**config.mk**
```make
export PLATFORM = sky130hd
export DESIGN_NAME = memory_stage_8bit
export DESIGN_NICKNAME = d
export VERILOG_FILES = /design/src/rtl/memory_stage_8bit.sv
export SDC_FILE = /design/constraint.sdc
export NUM_CORES = 2
export LEC_CHECK = 0
export BUFFER_PORTS_ARGS = -buffer_cell sky130_fd_sc_hd__buf_2
export CAP_MARGIN = 15
export CORE_UTILIZATION = 53
export DETAILED_ROUTE_END_ITERATION = 8
export PLACE_DENSITY = 0.69
export SKIP_LAST_GASP = 1
export SYNTH_ARGS = -nofsm -noshare
export SYNTH_HDL_FRONTEND = slang
export SYNTH_SLANG_ARGS = --single-unit
```
**constraint.sdc**
```tcl
create_clock -name clk -period 6.6 [get_ports clk]
set_clock_uncertainty 0.05 [all_clocks]
set_input_delay 0.66 -clock clk [delete_from_list [all_inputs] [get_ports clk]]
set_output_delay 0.66 -clock clk [all_outputs]
set_load 0.02 [all_outputs]
```
**src/rtl/memory_stage_8bit.sv**
```systemverilog
`default_nettype none
// ============================================================================
// Module  : memory_stage_8bit
// Brief   : EL3030 memory stage. Owns the data memory and the stack pointer,
//           and sequences one- and two-beat stack transfers.
// Revision: 1.0 - initial release
// ============================================================================
module memory_stage_8bit #(
    parameter int         DEPTH    = 256,
    parameter logic [7:0] SP_RESET = 8'hFF
) (
    input  logic       clk,
    input  logic       rst,
    input  logic       MR_In,
    input  logic       MW_In,
    input  logic       WB_In,
    input  logic       SP_In,
    input  logic       SPOP_In,
    input  logic       Stack_PC_In,
    input  logic       Stack_Flags_In,
    input  logic [2:0] WB_Address_In,
    input  logic [7:0] Address_8bit,
    input  logic [7:0] Data_8bit,
    input  logic [7:0] PC_In,
    input  logic [3:0] Flags_In,
    output logic [7:0] Mem_Data_Out,
    output logic [7:0] ALU_Data_Out,
    output logic       WB_Out,
    output logic [2:0] WB_Address_Out,
    output logic       MR_Out,
    output logic [3:0] Flags_From_Memory,
    output logic       MEM_Stack_Flags,
    output logic [7:0] PC_From_Memory,
    output logic       PC_Load,
    output logic       Stall,
    output logic [7:0] SP_Value,
    output logic       Stack_Err
);

    localparam int AW = (DEPTH > 1) ? $clog2(DEPTH) : 1;

    typedef enum logic [1:0] {
        IDLE  = 2'd0,
        PUSH2 = 2'd1,
        POP2  = 2'd2
    } state_t;

    state_t      r_state;
    state_t      w_state_next;
    logic [7:0]  r_sp;
    logic [7:0]  w_sp_next;
    logic [7:0]  r_mem [DEPTH];

    logic        w_push;
    logic        w_pop;
    logic        w_two;
    logic        w_we;
    logic [7:0]  w_addr;
    logic [7:0]  w_wdata;
    logic [AW-1:0] w_idx;
    logic [7:0]  w_rdata;
    logic        w_ld_mem;
    logic        w_ld_pc;
    logic        w_ld_flags;
    logic        w_err_set;
    logic        w_stall;

    logic [7:0]  r_mem_data;
    logic [7:0]  r_alu_data;
    logic        r_wb;
    logic [2:0]  r_wb_addr;
    logic        r_mr;
    logic [3:0]  r_flags;
    logic        r_flags_pulse;
    logic [7:0]  r_pc;
    logic        r_pc_pulse;
    logic        r_err;

    // Decode and FSM next-state. Second beats ignore the held inputs' decode.
    always_comb begin
        w_push       = SP_In & MW_In;
        w_pop        = SPOP_In & MR_In & ~w_push;
        w_two        = Stack_PC_In & Stack_Flags_In;
        w_state_next = r_state;
        w_sp_next    = r_sp;
        w_we         = 1'b0;
        w_addr       = Address_8bit;
        w_wdata      = Data_8bit;
        w_ld_mem     = 1'b0;
        w_ld_pc      = 1'b0;
        w_ld_flags   = 1'b0;
        w_err_set    = 1'b0;
        w_stall      = 1'b0;
        case (r_state)
            IDLE: begin
                if (w_push) begin
                    w_we      = 1'b1;
                    w_addr    = r_sp;
                    w_sp_next = r_sp - 8'd1;
                    w_err_set = (r_sp == 8'h00);
                    if (Stack_PC_In) begin
                        w_wdata = PC_In;
                    end else if (Stack_Flags_In) begin
                        w_wdata = {4'b0000, Flags_In};
                    end
                    if (w_two) begin
                        w_stall      = 1'b1;
                        w_state_next = PUSH2;
                    end
                end else if (w_pop) begin
                    w_addr    = r_sp + 8'd1;
                    w_sp_next = r_sp + 8'd1;
                    w_err_set = (r_sp == 8'hFF);
                    if (w_two) begin
                        w_ld_flags   = 1'b1;
                        w_stall      = 1'b1;
                        w_state_next = POP2;
                    end else if (Stack_PC_In) begin
                        w_ld_pc = 1'b1;
                    end else if (Stack_Flags_In) begin
                        w_ld_flags = 1'b1;
                    end else begin
                        w_ld_mem = 1'b1;
                    end
                end else if (MW_In) begin
                    w_we = 1'b1;
                end else if (MR_In) begin
                    w_ld_mem = 1'b1;
                end
            end
            PUSH2: begin
                w_we         = 1'b1;
                w_addr       = r_sp;
                w_wdata      = {4'b0000, Flags_In};
                w_sp_next    = r_sp - 8'd1;
                w_err_set    = (r_sp == 8'h00);
                w_state_next = IDLE;
            end
            POP2: begin
                w_addr       = r_sp + 8'd1;
                w_sp_next    = r_sp + 8'd1;
                w_err_set    = (r_sp == 8'hFF);
                w_ld_pc      = 1'b1;
                w_state_next = IDLE;
            end
            default: begin
                w_state_next = IDLE;
            end
        endcase
    end

    assign w_idx   = AW'({1'b0, w_addr} % 9'(DEPTH));
    assign w_rdata = r_mem[w_idx];

    // Memory has no reset; writes are blocked while rst is held.
    always_ff @(posedge clk) begin
        if (w_we && !rst) begin
            r_mem[w_idx] <= w_wdata;
        end
    end

    always_ff @(posedge clk or posedge rst) begin
        if (rst) begin
            r_state       <= IDLE;
            r_sp          <= SP_RESET;
            r_mem_data    <= 8'h00;
            r_alu_data    <= 8'h00;
            r_wb          <= 1'b0;
            r_wb_addr     <= 3'b000;
            r_mr          <= 1'b0;
            r_flags       <= 4'h0;
            r_flags_pulse <= 1'b0;
            r_pc          <= 8'h00;
            r_pc_pulse    <= 1'b0;
            r_err         <= 1'b0;
        end else begin
            r_state       <= w_state_next;
            r_sp          <= w_sp_next;
            r_alu_data    <= Data_8bit;
            r_wb          <= WB_In;
            r_wb_addr     <= WB_Address_In;
            r_mr          <= MR_In;
            r_flags_pulse <= w_ld_flags;
            r_pc_pulse    <= w_ld_pc;
            if (w_ld_mem) begin
                r_mem_data <= w_rdata;
            end
            if (w_ld_flags) begin
                r_flags <= w_rdata[3:0];
            end
            if (w_ld_pc) begin
                r_pc <= w_rdata;
            end
            if (w_err_set) begin
                r_err <= 1'b1;
            end
        end
    end

    assign Mem_Data_Out      = r_mem_data;
    assign ALU_Data_Out      = r_alu_data;
    assign WB_Out            = r_wb;
    assign WB_Address_Out    = r_wb_addr;
    assign MR_Out            = r_mr;
    assign Flags_From_Memory = r_flags;
    assign MEM_Stack_Flags   = r_flags_pulse;
    assign PC_From_Memory    = r_pc;
    assign PC_Load           = r_pc_pulse;
    assign Stall             = w_stall;
    assign SP_Value          = r_sp;
    assign Stack_Err         = r_err;

endmodule
`default_nettype wire
```
==> results.yml <==
critical_path:
  path_cells: "inv_1 > ha_1 > a31o_2 > o21ai_1 > a222oi_1 > and3b_1 > nand2_4 > buf_4 > o22ai_1 > o41ai_1 > nand4_1 > o22ai_1 > o31ai_1"
  cp_slowest_cell: "o41ai_1"
  cp_max_fo: 46
  r2r_cells: 13
  worstSetupPathType: "flip-flop to flip-flop"
  end_kind: "flip-flop"
  crit_path_max_incr_delay_ps: 920
  timing.rr.end: "PC_From_Memory[6]"
  start_kind: "flip-flop"
  critPathArrivalTime_ps: 6470
  critPathLaunch: "r_state[0]"
  crit_end: "PC_From_Memory[6]"
  cp.required_ps: 7220
  reg2reg_slack_ps: 740
  worst_r2r_startpoint: "r_state[0]"
  path_common_cell: "o22ai_1"
sta:
  rsz0062_at_grt: "false"
  setup_viol: 0
  slew_violations: 0
  fin_setup_tns_ps: 0
  relSlewSlack: 0.181
  hold_viol: 0
  max_slew.worst_pin.slew_ps: 1230
  fin_crit_sh: 0.888
  max_freq_mhz: 171
  fin_ws_ps: 742
  hold_ws_ps: 76.9
  finalCriticalPeriod_ps: 5860
hold_path:
  hp-class: "primary input to asynchronous set/reset pin"
grt:
  antenna_found_initial: 3
  grt_max_degree: 191
  overflow: 0
  grt_pass1_wl_mm: 297
  track_usage: 0.261
  grt_pass1_vias: 42600
yosys:
  syn-num-nets: 4719
  synth_xor_area_frac: 0.000855
  yosysWarnings: 0
  synthAdderAreaFrac: 0.00107
  synth_cell_types: 64
  synth_top_family_by_area: "multiplexers"
  synthFlopType: "edfxtp_1"
  synthArstFlopShare: 0.0220
  synth-seq-cells: 2094
  synth_area_sq_um: 81900
  syn_avg_cell_area_sq_um: 17.5
  synth_simple_gate_area_frac: 0.0233
  synth.yosys.seq_area_share: 0.765
  muxShareOfSynthArea: 0.125
  syn_inst: 4672
  synth_compound_area_frac: 0.0643
  synth_edf_count: 2048
clock_network:
  clockBufferDepth: 3
  cts_resized: 0
  numCtsBuffers: 199
  tritoncts: "done"
  cts_sinks: 2094
  path_clk_slew_ps: 60
  htreeDepth: 4
  cts_setup_buffers: 0
  cts_root_buffer: "clkbuf_16"
  insertion_delay_ps: 820
pwr:
  p_leak_nw: 30.1
  total_power_mw: 39.5
  p_per_area_nw_per_um2: 433
  peakVddDrop_v: 0.000407
routing:
  vias: 44400
  drt_first_pass_iters: 6
  drc_errors: 0
  routed_via_density: 6.36
  drt_first_iter_violations: 5523
  drt_wl_total_mm: 206
  route.antenna.remaining_nets: 0
  wl_per_cell_um: 29.6
floorplan:
  fp.dieH_um: 395
  die_area_sq_um: 156000
  core-area_sq_um: 153000
  start_util: 0.537
  ios: 85
  fp.dieW_um: 395
  fp-row-count: 143
finish:
  final_common_cell: "edfxtp_1"
  nNetsFinal: 4845
  drive_above_1_share: 0.111
  layout_common_cells: "2048 x edfxtp_1, 1025 x mux2i_1, 522 x o22ai_1"
  syn_to_final_growth_pct: 11.2
placement:
  port_buffers: 84
  gp_congestion: 0.925
  place_ws_ps: 1030
  dp_hpwl_mm: 122
status:
  status: "complete, no violations"
job:
  maxCapViolations: 0
## synth_stat cells (17+ instances only)
cell type  instances  area, sq um
edfxtp_1        2048        61500
o31ai_1           20          150
nand2_1           82          308
nor2_1           283         1060
o22ai_1          522         3270
buf_2            167          836
o41ai_1          127         1110
mux2i_1         1025        10300
dfrtp_1           38          951
a21oi_1           18         90.1
buf_4             33          248
nand4_1           35          219
inv_1             17         63.8
buf_6             19          214
o21ai_0           18         90.1
clkbuf_1          80          300
## power by group
part / internal [mW] / switching (mW)
registers: 15.6 / 0.145
logic: 4.23 / 8.60
clock network: 6.15 / 4.78
total: 25.9 / 13.5
## critical path: cells and delay by family, from the launching register on
kind            cells  cell delay (ps)
flops               1              400
compound gates      7             2710
simple gates        3             1360
buf+inv             2              530
fa+ha+maj           1              630
## how the worst min path moves through the flow
stage | end | slack (ps) | depth (start not counted)
6_report | PC_Load | 80 | 2
5_1_grt | PC_Load | 110 | 2
4_1_cts | PC_Load | 40 | 2
3_5_place_dp | Mem_Data_Out[2] | 420 | 2
3_3_place_gp | Flags_From_Memory[1] | 410 | 2
2_1_floorplan | r_state[1] | 510 | 2
## cell type report
| cell class | instances | area, sq um |
|---|---|---|
| sequential | 2094 | 62700 |
| inverter | 17 | 93.8 |
| clock inverter | 91 | 748 |
| clock buffer | 268 | 5440 |
| timing repair buffer | 227 | 1870 |
| antenna | 1 | 2.50 |
| tap | 2030 | 2540 |
| multi-input combinational | 2259 | 17800 |
| fill | 11000 | 61500 |
## layer usage
layer / track usage / vias to the layer above / share of wire
met5: 0 / - / 0
met4: 0.104 / 0 / 0.041
met3: 0.0479 / 403 / 0.091
met2: 0.404 / 2333 / 0.47
met1: 0.370 / 22600 / 0.40
li1: - / 19100 / -
## registers in the layout, indices dropped and copies added, names as in the netlist
register	flops
MEM_Stack_Flags	1
Mem_Data_Out	8
PC_From_Memory	8
SP_Value	8
ALU_Data_Out	8
Stack_Err	1
r_state	2
Flags_From_Memory	4
r_mem	2048
WB_Out	1
MR_Out	1
WB_Address_Out	3
PC_Load	1
## cells by family (layout without fill, tap and decap cells)
kind of cell | count (synthesis) | after routing
adders and majority gates | 7 | 7
muxes | 1026 | 1026
other | 0 | 1
buffers and inverters | 319 | 603
AOI/OAI and AO/OA | 768 | 768
and+or+nand+nor | 450 | 450
xor gates and xnor gates | 8 | 8
DFF | 2094 | 2094
## what timing repair did
| item | in CTS | in global routing |
|---|---|---|
| hold endpoints to repair | 13 | 0 |
| setup endpoints to repair | 0 | 0 |
| hold buffers | 13 | 0 |
## per-stage QoR
| stage | util | cell area, sq um | instances |
|---|---|---|---|
| 2_1_floorplan | - | 81900 | 4672 |
| 3_3_place_gp | 0.556 | 84800 | 6612 |
| 3_5_place_dp | 0.556 | 84800 | 6614 |
| 4_1_cts | 0.597 | 91100 | 6986 |
| 5_1_grt | 0.597 | 91100 | 6986 |
| 6_report | 0.597 | 91100 | 6987 |
Note: power is estimated with default switching activity, not from simulation.
